**src/rtl/four_way_grant_arbiter_pkg.sv**
```systemverilog
// Shared constants for the four-way round-robin grant arbiter.
package four_way_grant_arbiter_pkg;

    // Arbiter state encoding (legacy-compatible constants)
    localparam logic [0:0] ST_IDLE = 1'b0;
    localparam logic [0:0] ST_BUSY = 1'b1;

    // Requester count and encoded index width
    localparam int unsigned NUM_REQ = 4;
    localparam int unsigned IDX_W   = 2;

endpackage

```
**src/rtl/four_way_grant_arbiter_decoder.sv**
```systemverilog
// 2-to-4 enable decoder: one-hot Y from W when En is high, all zero otherwise.
module two_four_decoder (
    input  logic [1:0] W,
    input  logic       En,
    output logic [3:0] Y
);

    // One-hot decode gated by the enable
    always_comb begin
        Y = '0;
        if (En) Y[W] = 1'b1;
    end

endmodule

```
**src/rtl/four_way_grant_arbiter.sv**
```systemverilog
// Round-robin arbiter for four requesters with a per-grant hold limit.
// The winner index is registered; the one-hot grant is decoded from it.
module four_way_grant_arbiter
    import four_way_grant_arbiter_pkg::*;
#(
    parameter int unsigned MAX_HOLD = 16,
    parameter int unsigned CNT_W    = 8
) (
    input  logic               clk,
    input  logic               rst_n,
    input  logic [NUM_REQ-1:0] req,
    output logic [NUM_REQ-1:0] gnt,
    output logic [IDX_W-1:0]   gnt_idx,
    output logic               gnt_valid,
    output logic               timeout,
    output logic [IDX_W-1:0]   timeout_idx
);

    // Counter value on which the hold limit expires (unused when MAX_HOLD is 0)
    localparam logic [CNT_W-1:0] HOLD_LAST = (MAX_HOLD == 0) ? '0 : CNT_W'(MAX_HOLD - 1);

    logic [0:0]         state;
    logic [IDX_W-1:0]   ptr;
    logic [CNT_W-1:0]   hold_cnt;
    logic [NUM_REQ-1:0] mask;
    logic [NUM_REQ-1:0] mask_next;
    logic [NUM_REQ-1:0] eligible;
    logic [IDX_W:0]     pick;
    logic               holder_req;
    logic               hold_expired;

    // First set bit of elig searching from start upward with wraparound;
    // MSB of the result flags that a winner was found.
    function automatic logic [IDX_W:0] rr_pick(input logic [NUM_REQ-1:0] elig,
                                               input logic [IDX_W-1:0]   start);
        logic [IDX_W:0]   r;
        logic [IDX_W-1:0] cand;
        r = '0;
        for (int unsigned k = 0; k < NUM_REQ; k++) begin
            cand = start + IDX_W'(k);
            if (!r[IDX_W] && elig[cand]) r = {1'b1, cand};
        end
        return r;
    endfunction

    // Arbitration candidates, hold-limit detection and next mask
    always_comb begin
        eligible     = req & ~mask;
        pick         = rr_pick(eligible, ptr);
        holder_req   = req[gnt_idx];
        hold_expired = (MAX_HOLD != 0) && (state == ST_BUSY) && holder_req &&
                       (hold_cnt == HOLD_LAST);
        mask_next    = mask & req;
        if (hold_expired) mask_next[gnt_idx] = 1'b1;
    end

    // Grant state machine, hold counter, mask and timeout reporting
    always_ff @(posedge clk or negedge rst_n) begin
        if (!rst_n) begin
            state       <= ST_IDLE;
            ptr         <= '0;
            hold_cnt    <= '0;
            mask        <= '0;
            gnt_idx     <= '0;
            gnt_valid   <= 1'b0;
            timeout     <= 1'b0;
            timeout_idx <= '0;
        end else begin
            timeout <= 1'b0;
            mask    <= mask_next;
            case (state)
                ST_IDLE: begin
                    if (pick[IDX_W]) begin
                        state     <= ST_BUSY;
                        gnt_idx   <= pick[IDX_W-1:0];
                        gnt_valid <= 1'b1;
                        hold_cnt  <= '0;
                    end
                end
                ST_BUSY: begin
                    if (!holder_req) begin
                        state     <= ST_IDLE;
                        gnt_valid <= 1'b0;
                        ptr       <= gnt_idx + IDX_W'(1);
                    end else if (hold_expired) begin
                        state       <= ST_IDLE;
                        gnt_valid   <= 1'b0;
                        ptr         <= gnt_idx + IDX_W'(1);
                        timeout     <= 1'b1;
                        timeout_idx <= gnt_idx;
                    end else if (hold_cnt != '1) begin
                        hold_cnt <= hold_cnt + CNT_W'(1);
                    end
                end
                default: begin
                    state     <= ST_IDLE;
                    gnt_valid <= 1'b0;
                end
            endcase
        end
    end

    two_four_decoder u_dec (
        .W  (gnt_idx),
        .En (gnt_valid),
        .Y  (gnt)
    );

endmodule

```
**config.mk**
```make
export PLATFORM = sky130hd
export DESIGN_NAME = four_way_grant_arbiter
export DESIGN_NICKNAME = d
export VERILOG_FILES = /design/src/rtl/four_way_grant_arbiter_pkg.sv /design/src/rtl/four_way_grant_arbiter_decoder.sv /design/src/rtl/four_way_grant_arbiter.sv
export SDC_FILE = /design/constraint.sdc
export NUM_CORES = 1
export LEC_CHECK = 0
export CELL_PAD_IN_SITES_DETAIL_PLACEMENT = 0
export CELL_PAD_IN_SITES_GLOBAL_PLACEMENT = 1
export CORE_AREA = 4 4 62 64
export DETAILED_ROUTE_END_ITERATION = 8
export DIE_AREA = 0 0 66 68
export PLACE_DENSITY_LB_ADDON = 0.1
export SYNTH_ARGS = -nofsm -noshare
export SYNTH_HDL_FRONTEND = slang
export SYNTH_SLANG_ARGS = --single-unit
```
**constraint.sdc**
```tcl
create_clock -name clk -period 2.4 [get_ports clk]
set_clock_uncertainty 0.15 [all_clocks]
set_input_delay 0.36 -clock clk [delete_from_list [all_inputs] [get_ports clk]]
set_output_delay 0.36 -clock clk [all_outputs]
set_load 0.05 [all_outputs]
```
==> metrics <==
initial antenna violation count 0; multi-input combinational cell area 682 um2; most frequent cells in the layout dfrtp_1 (21), inv_1 (12), clkdlybuf4s50_1 (11), buf_4 (8); main area contributors after synthesis dfrtp_1 (42%), ha_1 (5.0%), inv_1 (3.6%), mux2_2 (3.6%), a22o_1 (3.5%); worst-margin pin slew between 0.4 and 0.5 ns; initial drt markers 45; TritonCTS clock tree done; fmax about 0.44 GHz; critical path startpoint category flop; Fin Setup TNS 0 ns; dominant cell type by area after synthesis dfrtp_1; vias per cell roughly 5.1; Wirelength per Cell between 10 and 15 um; Rel. slew slack between 60 and 70%; Mean Syn Cell Area between 10 and 15 um2; Die H just under 70 um; total gr overflow 0; clk buf depth 2; multiplexer area fraction after synthesis approximately 7%; final setup violation count 0; Worst R2R Start gnt_idx[1]; clock sinks 21; ANT cells 0; Synth Area in XOR/XNOR 0%; FP Rows 21; GRT Util Overall 13.3%; vias in the first global route between 900 and 1000; Crit path arrival time ~1.8 ns; IO Count 16; Final Critical Period ~2.3 ns; Synth cell types 42; largest family of logic cells by synthesized area simple AND/OR/NAND/NOR gates; first-pass GRT wire length 4520 um; vias about 960; post-synthesis adder-cell area fraction 4.98%; RSZ-0062 raised after global routing false; Worst path slowest cell clkdlybuf4s50_1; Power Density 1160 nW/um2; Cell Count, Final, Fillers Out roughly 190; CTS-repair resized insts 0; Worst Setup End Kind output port; prevailing post-synth register cell dfrtp_1; largest net degree at the start of global routing 22; CTS buffer count 3; post-synth net total between 100 and 150; NumNets Final around 150; Worst-Skew Late Latency about 0.30 ns; CP bufs+invs 1; DRT Pass-1 Iters 4; Netlist Area Pre-Place 1260 um2; Routed WL between 2000 and 3000 um; fraction of registers with async set/reset 100%; max-slew violations 0; DRT antenna net count 0; crit share post-route a little over nine tenths; Synth Register Bits 21; layout cells sized above 1 a little over a fifth; Critical Path, Cell by Cell clkdlybuf4s50_1; Starting Density around two fifths; Post-CTS Setup Bufs 0; Crit Path Category flop to output port; Fillers approximately 310; core area between 3000 and 4000 um2; Clock Pin Slew Worst Setup and Hold Paths ~0.12 ns; CP startpoint gnt_idx[0]; PortBufs 15; Area Overhead vs Synth 19.8%; number of synthesized flops with an enable pin 0; Die ar. roughly 4500 um2; Synth Area in Compound Gates between 10% and 20%; DR DRC count 0; share of the synthesized area in the top cell type between 40% and 50%; flop2flop setup slack roughly 0.27 ns; H-tree levels 1; most common cell after layout, fill and taps aside dfrtp_1; Die Wd about 66 um; status completed; Root Driver clkbuf_4; RePlAce Congestion ~0.82; Register Area 526 um2; Hold Crit Class input pin to async pin; DP Wirelength just over 2000 um; Synth Instances 119; CP top delay family buffers and inverters; CP required between 1.5 and 2 ns; Worst Path Max Fanout 11; Leak Pwr roughly 0.65 nW; Seq/Total Area, Yosys 41.8%; Final Hold Viols 0; worst vdd rail ir drop about 480 uV; maxcap violations 0; CTS hold repair buffers 0; simple-gate share of the synthesized area 24.0%; CP max stage delay ~0.88 ns; placed insts approximately 180; Warnings, synthesis 0
## per-layer routing
metal,global-route usage [%],vias to the layer above,share of wire (%)
li1,-,479,-
met3,3.28,4,3.6
met4,4.82,0,0.74
met5,0,-,0
met1,17.6,466,49
met2,21.0,10,46
## flip-flops by register name (all words and copies together) (netlist names)
name / count
ptr: 2
gnt_valid: 1
timeout: 1
hold_cnt: 8
timeout_idx: 2
mask: 4
gnt_idx: 2
state: 1
## path summary, 6_finish.rpt
kind	cells past startpoint	endpoint
max	1	gnt_idx[0]
min	2	hold_cnt[6]
max reg2reg	4	hold_cnt[0]
min reg2reg	1	timeout_idx[1]
max in group asynchronous	2	gnt_valid
min in group clk	1	timeout_idx[1]
## cell usage after synthesis (2+ instances only)
cell type and count:
inv_1 12, o211ai_1 4, o21ai_0 4, nand3_1 6, dfrtp_1 21, mux2_2 4
and2b_2 2, nor2_1 4, nand2_1 6, mux2i_1 3, a21oi_1 2, and2_1 5
a22o_1 5, nor2b_1 2, or3_1 2, or4_1 4, or2b_2 4, ha_1 5
## cell type report
type / count / share of cell area (%)
clock buffers: 4 / 1.74
inverters: 12 / 2.99
multi-input cells: 85 / 45.3
flip-flops and latches: 21 / 34.9
well taps: 46 / 3.82
repair buffers: 19 / 11.3
## power breakdown
part,switching [W],internal (W),leakage [nW]
Sequential,0.000150,0.000457,0.275
Combinational,0.000562,0.000401,0.357
Clock,0.000109,0.0000648,0.0150
Total,0.000821,0.000923,0.647
## stage by stage
| stage | total power (W) | instance area, um2 | setup slack [ns] | hold WS [ns] | util, % |
|---|---|---|---|---|---|
| 3_5_place_dp | 0.00159 | 1480 | 0.0392 | 0.346 | 45.1 |
| 6_report | 0.00174 | 1510 | 0.130 | 0.231 | 45.9 |
| 3_3_place_gp | 0.00158 | 1480 | 0.0437 | 0.343 | 45.1 |
| 2_1_floorplan | 0.00128 | 1260 | 0.205 | -0.0856 | - |
| 4_1_cts | 0.00176 | 1510 | 0.103 | 0.240 | 45.9 |
| 5_1_grt | 0.00187 | 1510 | 0.0463 | 0.236 | 45.9 |
## kinds of logic after synthesis
group | after synthesis
fa+ha+maj | 5
mux | 8
buf+inv | 13
compound gates | 27
simple gates | 45
flops | 21
## worst reg2reg max path, stage by stage (launching register included)
cell       delay (ns)
dfrtp_1          0.56
mux2_2           0.40
a2bb2oi_2        0.42
o21ai_4          0.19
mux2_4           0.32
(Power assumes the default switching activity.)
